## src/rtl/snes_bus_event_capture.sv

```systemverilog
// SNES bus observer: synchronises the raw async address/data bus, captures each settled
// address change, filters it through a match/mask and queues matches in a small event FIFO.
module snes_bus_event_capture #(
  parameter int AW          = 8,
  parameter int DW          = 8,
  parameter int SYNC_STAGES = 3,
  parameter int LATCH_DLY   = 4,
  parameter int MIN_GAP     = 5,
  parameter int FIFO_DEPTH  = 4
) (
  input  logic                          clk,
  input  logic                          rst,
  input  logic [AW-1:0]                 PA,
  input  logic [DW-1:0]                 D,
  input  logic [AW-1:0]                 match_addr,
  input  logic [AW-1:0]                 match_mask,
  output logic [AW-1:0]                 PA_sync,
  output logic                          event_latch,
  output logic                          ev_valid,
  output logic [AW-1:0]                 ev_addr,
  output logic [DW-1:0]                 ev_data,
  input  logic                          ev_ready,
  output logic [$clog2(FIFO_DEPTH):0]   ev_count,
  output logic                          overflow,
  input  logic                          ovf_clr
);

  localparam int CW  = $clog2(FIFO_DEPTH) + 1;
  localparam int PW  = $clog2(FIFO_DEPTH);
  localparam int GW  = (MIN_GAP < 1) ? 1 : $clog2(MIN_GAP + 1);
  localparam int DLW = (LATCH_DLY > 1) ? $clog2(LATCH_DLY) : 1;

  typedef enum logic [1:0] {
    ST_IDLE   = 2'd0,
    ST_SETTLE = 2'd1,
    ST_WAIT   = 2'd2
  } state_t;

  logic [AW-1:0]  s [SYNC_STAGES];
  logic [DW-1:0]  dq0, dq1;
  logic           stable;

  state_t         state, state_next;
  logic [DLW-1:0] dly_cnt, dly_next;
  logic [GW-1:0]  gap_cnt, gap_next;
  logic           capture;
  logic           match;

  logic           push_pend;
  logic [AW-1:0]  push_addr;
  logic [DW-1:0]  push_data;

  logic [AW-1:0]  mem_addr [FIFO_DEPTH];
  logic [DW-1:0]  mem_data [FIFO_DEPTH];
  logic [PW-1:0]  wr_ptr, rd_ptr;
  logic [CW-1:0]  count;
  logic           full, pop, push_ok, drop;

  always_ff @(posedge clk) begin
    if (rst) begin
      for (int i = 0; i < SYNC_STAGES; i++) s[i] <= '0;
      dq0 <= '0;
      dq1 <= '0;
    end else begin
      s[0] <= PA;
      for (int i = 1; i < SYNC_STAGES; i++) s[i] <= s[i-1];
      dq0 <= D;
      dq1 <= dq0;
    end
  end

  assign PA_sync = s[SYNC_STAGES-1];

  // The raw pin must agree with every stage, so a settled value has survived the whole window.
  always_comb begin
    stable = (PA == s[0]);
    for (int i = 1; i < SYNC_STAGES; i++) begin
      if (s[i] != s[i-1]) stable = 1'b0;
    end
  end

  assign match = (((PA_sync ^ match_addr) & match_mask) == '0);

  always_ff @(posedge clk) begin
    if (rst) begin
      state   <= ST_IDLE;
      dly_cnt <= '0;
      gap_cnt <= '0;
    end else begin
      state   <= state_next;
      dly_cnt <= dly_next;
      gap_cnt <= gap_next;
    end
  end

  always_comb begin
    state_next = state;
    dly_next   = dly_cnt;
    gap_next   = gap_cnt;
    capture    = 1'b0;
    case (state)
      ST_IDLE: begin
        if (gap_cnt < GW'(MIN_GAP)) gap_next = gap_cnt + GW'(1);
        if (!stable && (gap_cnt >= GW'(MIN_GAP))) state_next = ST_SETTLE;
      end
      ST_SETTLE: begin
        if (stable) begin
          state_next = ST_WAIT;
          dly_next   = '0;
        end
      end
      ST_WAIT: begin
        if (!stable) begin
          state_next = ST_SETTLE;
        end else if (dly_cnt == DLW'(LATCH_DLY - 1)) begin
          capture    = 1'b1;
          state_next = ST_IDLE;
          gap_next   = '0;
        end else begin
          dly_next = dly_cnt + DLW'(1);
        end
      end
      default: state_next = ST_IDLE;
    endcase
  end

  // Captured entry is staged one cycle so the FIFO head appears right after the pulse.
  always_ff @(posedge clk) begin
    if (rst) begin
      event_latch <= 1'b0;
      push_pend   <= 1'b0;
      push_addr   <= '0;
      push_data   <= '0;
    end else begin
      event_latch <= capture;
      push_pend   <= capture && match;
      if (capture) begin
        push_addr <= PA_sync;
        push_data <= dq1;
      end
    end
  end

  assign full    = (count == CW'(FIFO_DEPTH));
  assign ev_valid = (count != '0);
  assign pop     = ev_valid && ev_ready;
  assign push_ok = push_pend && (!full || pop);
  assign drop    = push_pend && full && !pop;

  always_ff @(posedge clk) begin
    if (push_ok) begin
      mem_addr[wr_ptr] <= push_addr;
      mem_data[wr_ptr] <= push_data;
    end
  end

  always_ff @(posedge clk) begin
    if (rst) begin
      wr_ptr   <= '0;
      rd_ptr   <= '0;
      count    <= '0;
      overflow <= 1'b0;
    end else begin
      if (push_ok) wr_ptr <= wr_ptr + PW'(1);
      if (pop)     rd_ptr <= rd_ptr + PW'(1);
      case ({push_ok, pop})
        2'b10:   count <= count + CW'(1);
        2'b01:   count <= count - CW'(1);
        default: count <= count;
      endcase
      if (drop)         overflow <= 1'b1;
      else if (ovf_clr) overflow <= 1'b0;
    end
  end

  assign ev_addr  = mem_addr[rd_ptr];
  assign ev_data  = mem_data[rd_ptr];
  assign ev_count = count;

endmodule
```

## config.mk

```make
export PLATFORM = sky130hd
export DESIGN_NAME = snes_bus_event_capture
export DESIGN_NICKNAME = d
export VERILOG_FILES = /design/src/rtl/snes_bus_event_capture.sv
export SDC_FILE = /design/constraint.sdc
export NUM_CORES = 1
export LEC_CHECK = 0
export CAP_MARGIN = 5
export CORE_ASPECT_RATIO = 0.9
export CORE_MARGIN = 1.5
export CORE_UTILIZATION = 45
export DETAILED_ROUTE_END_ITERATION = 10
export PLACE_DENSITY = 0.67
export SETUP_SLACK_MARGIN = 0.02
export SYNTH_ARGS = -nofsm -noshare
export SYNTH_HDL_FRONTEND = slang
export SYNTH_SLANG_ARGS = --single-unit
```

## constraint.sdc

```tcl
create_clock -name clk -period 2.3 [get_ports clk]
set_input_delay 0.345 -clock clk [delete_from_list [all_inputs] [get_ports clk]]
set_output_delay 0.345 -clock clk [all_outputs]
set_load 0.02 [all_outputs]
```

; Word-level counts from Yosys, hierarchy flattened
; Memories as Yosys holds them, arrays and structs flattened. A register that Yosys moved wholly into a read port is not among the register bits.
; Index checks and enable logic that the tools add are counted.
; Widths: inputs -> output; s select.
[word_totals]
latch_bits = 0
mem_bits_ro = 0
mem_bits_rw = 88
out_inout_bits = 30
n_memories = 3
in_bits = 36
ff_bits = 49
word_cells = 98
[classes]
bitwise_logic = 5
mul = 0
n_reduce_logical = 20
div_mod_pow = 0
shifts = 0
n_eq_ne = 16
add_sub_neg = 6
mux = 33
n_lt_le_gt_ge = 2
[memory_table]
columns = name, depth, width, rd, rd_clocked_by_memory_dff, wr, line_no
row1 = mem_addr, 4, 8, 1, 1, 1, 53  ; logic [AW-1:0] mem_addr [FIFO_DEPTH];
row2 = mem_data, 4, 8, 1, 1, 1, 54  ; logic [DW-1:0] mem_data [FIFO_DEPTH];
row3 = s, 3, 8, 3, 0, 3, 39  ; logic [AW-1:0] s [SYNC_STAGES];
[op_table]
columns = op, n
row1 = $mux 8, 3
row2 = $mux 2, 11
row3 = $ne 8x8->1, 2
row4 = $mux 1, 12
row5 = $ne 2x2->1 const B, 6
row6 = $pmux 3 s2, 2
row7 = $mux 3, 3
row8 = $and 8x8->8, 1
row9 = $eq 8x8->1, 1
row10 = $logic_not 8->1, 1
row11 = $reduce_and 4->1, 2
row12 = $reduce_bool 2->1, 4
row13 = $xor 8x8->8, 1
row14 = $add 2x1->2 const B, 3
row15 = $add 3x1->3 const B, 2
row16 = $eq 2x2->1 const B, 3
row17 = $logic_and 1x1->1, 6
row18 = $pmux 2 s3, 1
row19 = $eq 2x1->1 const B, 2
row20 = $pmux 2 s2, 1
row21 = $eq 3x3->1 const B, 1
row22 = $ge 3x3->1 const B, 1
row23 = $logic_not 1->1, 3
row24 = $lt 3x3->1 const B, 1
row25 = 7 further kinds, 9

; Depth between registers and ports, before layout
; Gate-level depths: netlist of run 1.
[logic_depth]
depth_word = 7
depth_mapped = 10

; Worst setup path before layout of run 1
; Ideal clock, no wire load.
[synth_timing]
kind = reg2reg
start = register count[2], in the netlist ev_count[2]
end = register count[2], in the netlist ev_count[2]
path_stages_with_launch = 11
setup_ns = 0.071
arrival_time_ns = 2.209
synth_period_minus_slack_ns = 2.280
setup_slack_ns = 0.020
cell_sequence = dfxtp_1 nor4b_1 nor2b_1 clkbuf_1 inv_1 ha_1 inv_1 fa_1 xor2_1 or3_1 a21oi_1
[synth_between]
elab_chain_cells = 6
elab_cells_between_ends = 12
classes_between = add/sub (2) / eq/ne (3) / mux (1) / reduce/logical (6)
[synth_lines]
columns = element, line_no
row1 = "start, declared", 56  ; logic [CW-1:0] count;
row2 = "start signal, assigned", 167  ; 2'b10: count <= count + CW'(1);
row3 = "start signal, assigned", 168  ; 2'b01: count <= count - CW'(1);
row4 = "start signal, assigned", 169  ; default: count <= count;
row5 = $eq 3x3->1 / $reduce_bool 3->1 (equally long branches), "144, 145"
row6 = $logic_not 1->1 / $logic_and 1x1->1 (equally long branches), "147, 146"
row7 = $logic_or 1x1->1, 147  ; assign push_ok = push_pend && (!full || pop);
row8 = $logic_and 1x1->1, 147
row9 = $eq 2x1->1 / $eq 2x2->1 (equally long branches), 166  ; case ({push_ok, pop})
row10 = $pmux 3 s2 / $reduce_bool 2->1 (equally long branches), n/a
; Several ways; a longest one is shown, not always the timed one.
; A chain may end at the register's enable or synchronous reset.

==> summary.txt, run 1 <==
Hold/Removal Path Class - primary input to flip-flop
Crit Path Max Fanout - 16
Drt pass-1 iters - 6
CTS Buffer Depth - 2
Number of I/O pins - 66
Asr flop ratio synth - 0%
Root buffer cell - clkbuf_16
First DRT Iteration DRCs - 202
CP Class - flip-flop to output port
Clock slew at reported path FFs - 60 ps
Final worst setup slack - 121 ps
Synth area leaders - edfxtp_1, dfxtp_1, mux4_2
Max cap viols - 0
First-pass GRT wire length - 15.6 mm
Total CTS buffers - 17
Final Hold Viols - 0
Grt total ovfl - 0
Startpoint Class - flip-flop
Die Ht - 106 um
DRC viols - 0
Total GRT Usage - 16.4%
Layout area overhead - 26.2%
Ys flop type - dfxtp_1
Layout cell share with drive strength beyond 1 - 14.6%
Top-count cell post-synth - dfxtp_1
Leak - 2.58 nW
Largest net degree at the start of global routing - 31
Ant diodes - 0
Slew margin rel. - 65.3%
Crit path required time - 1960 ps
Core area - 11,400 um2
Slowest cell on the critical path - mux4_2
Pins Over Slew Limit - 0
Final Power - 5.31 mW
Synthesized Nets - 443
Most frequent cells after synthesis - dfxtp_1, edfxtp_1, nor2b_1, a21oi_1, nand4_1
Setup_tns - 0 ps
Post-synthesis cell area - 5300 um2
Period utilization - 94.7%
H-tree Lvls - 4
Crit end category - output port
Peak VDD IR - 408 uV
Post-route ant nets - 0
#FFs+latches synth - 139
Synth warn - 0
Final HPWL DP - 6.53 mm
Number of global-route vias before repair - 3,164
Slew @ Worst Pin - 520 ps
Final Skew - 8.28 ps
Vias per inst - 5.05
Unique masters post-synth - 37
Routed length per placed instance - 15.0 um
Initial core utilization - 46.3%
Die area - 12,400 um2
Unrepaired setup endpoints after global routing - true
WL final - 9.73 mm
Crit-path cells - buf_12, mux4_2, dlygate4sd2_1
Skew-Pair Late Insertion Delay - 410 ps
Seq/Total Area, Yosys - 64.6%
DP Worst Slack - -291 ps
Max stage delay on crit path - 540 ps
Fillcell total - 927
Initial antenna violation count - 0
Leading area contributor after synthesis - edfxtp_1
Syn avg cell area - 13.3 um2
Crit path DAT - 1830 ps
Syn Inst Count - 398
Clock sink count - 139
Outcome - complete, no violations
Fmax - 459 MHz
Fin crit period - 2180 ps
GP Congestion - 0.803
Final nets - 524
Reg2reg setup slack - 190 ps
Vias - 3,274
PwrDens - 794 nW/um2
Die X - 117 um
Port-buffer cells - 65
Final core utilization - 58.5%
Yosys top cell area share - 36.3%
CTS tree - built
Rows - 37
Final setup fails - 0
Post-synth EDFFs - 64
[cells in the final DEF, fill, tap and decap left out, types with 5 or more instances in the layout]
cell / synthesis / final
ha_1: 8 / 8
and2_1: 6 / 6
dlygate4sd2_1: 0 / 16
a22oi_1: 5 / 5
edfxtp_1: 64 / 64
xor2_1: 13 / 13
mux4_2: 16 / 16
buf_4: 10 / 24
nand2_1: 5 / 5
a21oi_1: 28 / 28
nor2_1: 16 / 16
nor2b_1: 42 / 42
clkbuf_16: 0 / 17
or4_1: 5 / 5
clkdlybuf4s50_1: 0 / 48
o21ai_0: 21 / 21
nor3_1: 6 / 6
nand4_1: 22 / 22
inv_1: 10 / 10
dfxtp_1: 75 / 75
[area by class of cell]
type	count	area, um2	share of cell area, %
Sequential cell	139	3420	51.2
Clock buffer	21	440	6.59
Tap cell	156	195	2.92
Clock inverter	11	97.6	1.46
Timing Repair Buffer	90	826	12.3
Inverter	10	37.5	0.561
Multi-Input combinational cell	221	1670	24.9
[sequential cells by signal, summed over array words and instances, names as in the netlist, named ones only]
register	flops
event_latch	1
wr_ptr	2
rd_ptr	2
s	24
gap_cnt	3
push_pend	1
push_data	8
push_addr	8
dly_cnt	2
dq1	8
mem_addr	32
mem_data	32
ev_count	3
state	2
dq0	8
overflow	1
[timing repair]
item	4_1_cts	5_1_grt
pin swaps	0	1
resized for setup	16	1
setup buffers	0	0
hold buffers	0	0
endpoints found under the setup margin	16	4
[metrics by stage]
step	hold slack, ps	std cells	instance area (um2)
6_report	393	648	6690
2_1_floorplan	414	398	5300
3_5_place_dp	420	616	6160
5_1_grt	411	648	6690
3_3_place_gp	422	616	6160
4_1_cts	381	648	6680
[cell families after synthesis]
family	count (synthesis)	synth area share [%]
AND/OR/NAND/NOR	118	12.9
multiplexers	19	7.37
XOR/XNOR	16	2.64
adder cells (fa/ha/maj)	9	2.27
AO/OA/AOI/OAI	59	6.19
flip-flops	139	64.6
buffers and inverters	38	4.04
[final timing paths]
| path | from | endpoint | depth (start not counted) |
|---|---|---|---|
| hold / removal | rst | overflow | 2 |
| setup / recovery | flip-flop | ev_addr[6] | 3 |
| setup reg to reg | ev_count[0] | ev_count[2] | 9 |
| hold reg to reg | dq0[1] | dq1[1] | 1 |
[routing by layer]
layer	global-route usage, %	up-vias	share of wire (%)
li1	-	1619	-
met1	21.8	1563	48
met2	25.8	80	46
met3	4.18	12	4.2
met4	7.05	0	1.6
met5	0	-	0
[power breakdown]
group / internal, mW / total, mW / leakage (nW) / switching [mW]
clock network: 1.48 / 2.45 / 0.255 / 0.968
logic: 0.125 / 0.215 / 0.965 / 0.0905
registers: 2.61 / 2.64 / 1.36 / 0.0382
[worst max-delay path: cells and delay by family (launching register included)]
family,cells,cell delay (ps)
buffers and inverters,2,530
multiplexers,1,540
flip-flops,1,350
Note: power is estimated with default switching activity, not from simulation.
==> inputs of run 2 (changes only) <==
- CAP_MARGIN: 5 -> 20
- RECOVER_POWER: not set -> 50
==> run 2 against run 1 <==
  * Critical path depth stayed put
  * Routed wire length is 0.30% lower
  * Worst setup slack hardly changed
  * Flip-flop and latch count stayed put
  * First-iteration DRC count is 18% higher
  * Power hardly changed
  * Global-route usage stayed put
  * Clock skew is 0.51 ps lower
  * Non-clock buffer count stayed put
  * Count of clock-buffer cells in the layout stayed put
  * Sequential power hardly changed
==> summary.txt, run 2 (synthesis gave the netlist of run 1 again) <==
Post-route ant nets - 0 (unchanged)
Layout area overhead - 25.9% (was 26.2%)
Clock network power share - 46.1% (about the same)
Vias per inst - 5.02 (was 5.05)
Crit path required time - 1960 ps (about the same)
Initial antenna violation count - 0 (unchanged)
Die area - 12,400 um2 (unchanged)
Peak VDD IR - 407 uV (was 408 uV)
GP Congestion - 0.803 (unchanged)
Most frequent cells in the layout - dfxtp_1, edfxtp_1, clkdlybuf4s50_1 (unchanged)
CTS tree - built (unchanged)
Pint - 4.21 mW (about the same)
Top Registers - mem_addr x32, mem_data x32, s x24 (unchanged)
Clock sink count - 139 (unchanged)
Final core utilization - 58.3% (was 58.5%)
Crit path DAT - 1830 ps (about the same)
Final setup fails - 0 (unchanged)
Root buffer cell - clkbuf_16 (unchanged)
Crit end category - output port (unchanged)
Final nets - 524 (unchanged)
Final Cell Area - 6670 um2 (was 6690 um2)
Ant diodes - 0 (unchanged)
H-tree Lvls - 4 (unchanged)
Comb pwr share - 4.0% (was 4.1%)
Placed cell area - 6160 um2 (unchanged)
Number of global-route vias before repair - 3,164 (unchanged)
Number of I/O pins - 66 (unchanged)
Total CTS buffers - 17 (unchanged)
Max cap viols - 0 (unchanged)
Rows - 37 (unchanged)
Grt total ovfl - 0 (unchanged)
CTS Hold Bufs - 0 (unchanged)
CTS Buffer Depth - 2 (unchanged)
Startpoint Class - flip-flop (unchanged)
Leak - 2.56 nW (was 2.58 nW)
CP Class - flip-flop to output port (unchanged)
First DRT Iteration DRCs - 238 (was 202)
Period utilization - 94.7% (about the same)
Initial core utilization - 46.3% (unchanged)
Register share of total power - 49.9% (was 49.8%)
Skew-Pair Late Insertion Delay - 410 ps (about the same)
Unrepaired setup endpoints after global routing - true (unchanged)
Slew margin rel. - 17.1% (was 65.3%)
Net switching power - 1.09 mW (was 1.10 mW)
Outcome - complete, no violations (unchanged)
Slew @ Worst Pin - 1240 ps (was 520 ps)
PwrDens - 795 nW/um2 (was 794 nW/um2)
Final HPWL DP - 6.53 mm (unchanged)
Fin crit period - 2180 ps (about the same)
Clock slew at reported path FFs - 60 ps (about the same)
Die Ht - 106 um (unchanged)
Die X - 117 um (unchanged)
Largest net degree at the start of global routing - 31 (unchanged)
First-pass GRT wire length - 15.6 mm (unchanged)
Crit Path Max Fanout - 16 (unchanged)
Hold/Removal Path Class - flip-flop to flip-flop (was primary input to flip-flop)
Final Hold Viols - 0 (unchanged)
Post-CTS Setup Bufs - 0 (unchanged)
Port-buffer cells - 65 (unchanged)
Core area - 11,400 um2 (unchanged)
Drt pass-1 iters - 4 (was 6)
Fmax - 459 MHz (about the same)
WL final - 9.70 mm (was 9.73 mm)
Pins Over Slew Limit - 0 (unchanged)
Final Skew - 7.77 ps (was 8.28 ps)
Total GRT Usage - 16.4% (unchanged)
Final std cells w/o fill - 648 (unchanged)
Placed Instances - 616 (unchanged)
Layout cell share with drive strength beyond 1 - 13.8% (was 14.6%)
DRC viols - 0 (unchanged)
Vias - 3,253 (was 3,274)
Most common cell after layout, fill and taps aside - dfxtp_1 (unchanged)
Switching Share - 20.6% (was 20.7%)
Routed length per placed instance - 15.0 um (about the same)
==> run 2: cell types whose count changed in the layout (fill, tap and decap cells not counted) <==
cell      previous run  this run
buf_4               24        19
buf_2                1         0
and2_0               0         1
clkbuf_2             0         2
clkbuf_1             4         8
and2_1               6         5
==> run 2: routing by layer <==
layer  up-vias  global-route usage (%)  part of all wire (%)
met3        12                    4.18                   4.0
met1      1546                    21.8                    48
li1       1619                       -                     -
met4         0                    7.05                   1.6
met5         -                       0                     0
met2        76                    25.8                    47
==> run 2: what timing repair did <==
action                                  4_1_cts  5_1_grt
pin swaps                                     0        1
endpoints found under the setup margin       16        4
cloned                                        0        0
hold endpoints to repair                      0        0
gates resized for setup                      16        1
==> run 2: stage by stage <==
step           hold slack [ps]  setup TNS [ps]  worst slack (ps)  power [mW]
6_report                   434               0               122        5.30
5_1_grt                    453               0              19.0        5.50
4_1_cts                    381               0              71.1        5.37
3_5_place_dp               420           -5330              -291        2.91
3_3_place_gp               422           -5320              -280        2.90
2_1_floorplan              414               0              20.3        2.81
==> run 2: worst paths after layout <==
path / start / endpoint / slack [ps] / cells past startpoint
setup reg to reg: ev_count[0] / ev_count[2] / 180 / 9
setup / recovery: flip-flop / ev_addr[6] / 120 / 3
hold / removal: dq0[1] / dq1[1] / 430 / 1
hold reg to reg: dq0[1] / dq1[1] / 430 / 1
==> run 2: cell type report <==
class,instances,area [um2]
Fill cell,933,4760
Sequential cell,139,3420
Multi-Input combinational cell,221,1670
Timing Repair Buffer,90,808
Clock buffer,21,440
Tap cell,156,195
Clock inverter,11,97.6
Inverter,10,37.5
==> run 2: critical path, cell delays in order, from the launching register on <==
cell and delay (ps):
dfxtp_1 350, buf_12 190, mux4_2 540, dlygate4sd2_1 340
==> run 2: power groups by stage <==
stage / registers [mW] / logic [mW] / clock network, mW
floorplan: 2.68 / 0.122 / 0
global placement: 2.69 / 0.210 / 0
detailed placement: 2.70 / 0.216 / 0
CTS: 2.64 / 0.217 / 2.51
global route: 2.65 / 0.239 / 2.61
finish: 2.64 / 0.214 / 2.44
==> inputs of run 3 (changes only) <==
- ABC_CLOCK_PERIOD_IN_PS: not set -> 2300
- CELL_PAD_IN_SITES_DETAIL_PLACEMENT: not set -> 0
- CELL_PAD_IN_SITES_GLOBAL_PLACEMENT: not set -> 1
- CORE_UTILIZATION: 45 -> 40
- PLACE_DENSITY: 0.67 -> 0.72
- SKIP_CTS_REPAIR_TIMING: not set -> 1
==> run 3 against run 2 <==
  * Sequential power is essentially flat
  * Via count rose by 0.92%
  * Highest routed layer unchanged
  * Cell count rose by 1.2%
==> summary.txt, run 3 (synthesis gave the netlist of run 1 again) <==
Total CTS buffers - 17 (unchanged)
WL final - 9.95 mm (was 9.70 mm)
Clock slew at reported path FFs - 50 ps (was 60 ps)
Post-route ant nets - 0 (unchanged)
Layout cell share with drive strength beyond 1 - 14.6% (was 13.8%)
FF-to-FF Start - s[0][21] (was ev_count[0])
Skew-Pair Late Insertion Delay - 410 ps (about the same)
Peak VDD IR - 493 uV (was 407 uV)
Hold/Removal Path Class - flip-flop to flip-flop (unchanged)
Startpoint Class - primary input (was flip-flop)
Root buffer cell - clkbuf_16 (unchanged)
Fillcell total - 1,091 (was 933)
Final Skew - 6.13 ps (was 7.77 ps)
Clock sink count - 139 (unchanged)
Initial core utilization - 41.3% (was 46.3%)
PwrDens - 818 nW/um2 (was 795 nW/um2)
HP Start - dq0[6] (was dq0[1])
Worst r2r path cells - 6 (was 9)
Number of global-route vias before repair - 3,174 (was 3,164)
Final HPWL DP - 6.74 mm (was 6.53 mm)
Final Hold Viols - 0 (unchanged)
Largest net degree at the start of global routing - 33 (was 31)
H-tree Lvls - 4 (unchanged)
Most frequent cells in the layout - dfxtp_1, edfxtp_1, nor2b_1 (was dfxtp_1, edfxtp_1, clkdlybuf4s50_1)
Crit path from - PA[5]
Final Cell Area - 6800 um2 (was 6670 um2)
Crit-path cells - clkdlybuf4s50_1, or4_1, a222oi_1, and3_1, buf_4, nand3b_1, mux2i_1 (was buf_12, mux4_2, dlygate4sd2_1)
Max cap viols - 0 (unchanged)
Slew @ Worst Pin - 1020 ps (was 1240 ps)
Drt pass-1 iters - 4 (unchanged)
Vias per inst - 5.00 (was 5.02)
Reg2reg setup slack - 200 ps (was 180 ps)
Period utilization - 92.8% (was 94.7%)
Placed Instances - 624 (was 616)
Ant diodes - 0 (unchanged)
Setup_tns - 0 ps (unchanged)
Final Power - 5.57 mW (was 5.30 mW)
Final setup fails - 0 (unchanged)
Port-buffer cells - 65 (unchanged)
Crit end category - flip-flop (was output port)
Unrepaired setup endpoints after global routing - false (was true)
Most common cell after layout, fill and taps aside - dfxtp_1 (unchanged)
Core area - 12,800 um2 (was 11,400 um2)
Critical path endpoint - dly_cnt[0] (was ev_addr[6])
Max stage delay on crit path - 500 ps (was 540 ps)
Rows - 39 (was 37)
Fin crit period - 2130 ps (was 2180 ps)
Final core utilization - 53.0% (was 58.3%)
Final std cells w/o fill - 656 (was 648)
GR Util met2 - 22.5% (was 25.8%)
Placed cell area - 6160 um2 (about the same)
Slowest cell on the critical path - or4_1 (was mux4_2)
Die X - 124 um (was 117 um)
Top Registers - mem_addr x32, mem_data x32, s x24 (unchanged)
M3 GR Usage - 5.58% (was 4.18%)
Die Ht - 112 um (was 106 um)
Grt total ovfl - 0 (unchanged)
DRC viols - 0 (unchanged)
First-pass GRT wire length - 15.8 mm (was 15.6 mm)
Pins Over Slew Limit - 0 (unchanged)
Final worst setup slack - 166 ps (was 122 ps)
Number of I/O pins - 66 (unchanged)
First DRT Iteration DRCs - 136 (was 238)
Leak - 2.83 nW (was 2.56 nW)
Hold WS - 435 ps (was 434 ps)
Crit Path Max Fanout - 7 (was 16)
GP Congestion - 0.733 (was 0.803)
Vias - 3,283 (was 3,253)
Slew margin rel. - 32.2% (was 17.1%)
Layout area overhead - 28.4% (was 25.9%)
RR Endpoint - dly_cnt[0] (was ev_count[2])
CP Class - primary input to flip-flop (was flip-flop to output port)
Outcome - complete, no violations (unchanged)
Fmax - 469 MHz (was 459 MHz)
CTS tree - built (unchanged)
DP Worst Slack - -289 ps (was -291 ps)
Final nets - 524 (unchanged)
Crit path required time - 2590 ps (was 1960 ps)
Die area - 13,900 um2 (was 12,400 um2)
Total GRT Usage - 14.8% (was 16.4%)
Routed length per placed instance - 15.2 um (was 15.0 um)
Top Usage Layer GRT - met2 (unchanged)
Crit path DAT - 2430 ps (was 1830 ps)
Initial antenna violation count - 0 (unchanged)
Met1 Use GR - 19.6% (was 21.8%)
CTS Buffer Depth - 2 (unchanged)
-- run 3: changes by cell type in the layout (fill, tap and decap cells not counted), moves of 2 or more --
cell             change
dlygate4sd3_1       +13
dlymetal6s2s_1      +16
clkdlybuf4s50_1     -13
clkbuf_1             -3
bufinv_16            +2
buf_4                +3
dlygate4sd2_1       -16
-- run 3: final cells by class --
| type | instances | area, um2 | share of cell area [%] |
|---|---|---|---|
| inverter | 10 | 37.5 | 0.552 |
| clock inverter | 11 | 148 | 2.17 |
| tap | 164 | 205 | 3.02 |
| clock buffer | 21 | 450 | 6.62 |
| sequential | 139 | 3420 | 50.3 |
| timing repair buffer | 90 | 870 | 12.8 |
| multi-input combinational | 221 | 1670 | 24.5 |
-- run 3: per-layer routing --
layer / share of wire, % / vias to the layer above
li1: - / 1615
met1: 48 / 1581
met2: 45 / 73
met3: 5.8 / 14
met4: 1.3 / 0
met5: 0 / -
-- run 3: how the worst min path moves through the flow --
stage          endpoint  slack, ps  cells after the start
2_1_floorplan    dq1[0]        410                      1
3_3_place_gp     dq1[6]        420                      1
3_5_place_dp     dq1[6]        420                      1
4_1_cts        s[0][22]        340                      2
5_1_grt          dq1[6]        460                      1
6_report         dq1[6]        440                      1
-- run 3: critical path: cells and delay by family --
family          cells  cell delay [ps]
mux                 1              150
buf+inv             2              590
compound gates      1              440
simple gates        3              910
-- run 3: power by group --
part | internal (mW) | leakage [nW] | switching [mW]
clock network | 1.73 | 0.279 | 0.980
registers | 2.61 | 1.36 | 0.0378
logic | 0.122 | 1.19 | 0.0901
total | 4.46 | 2.83 | 1.11
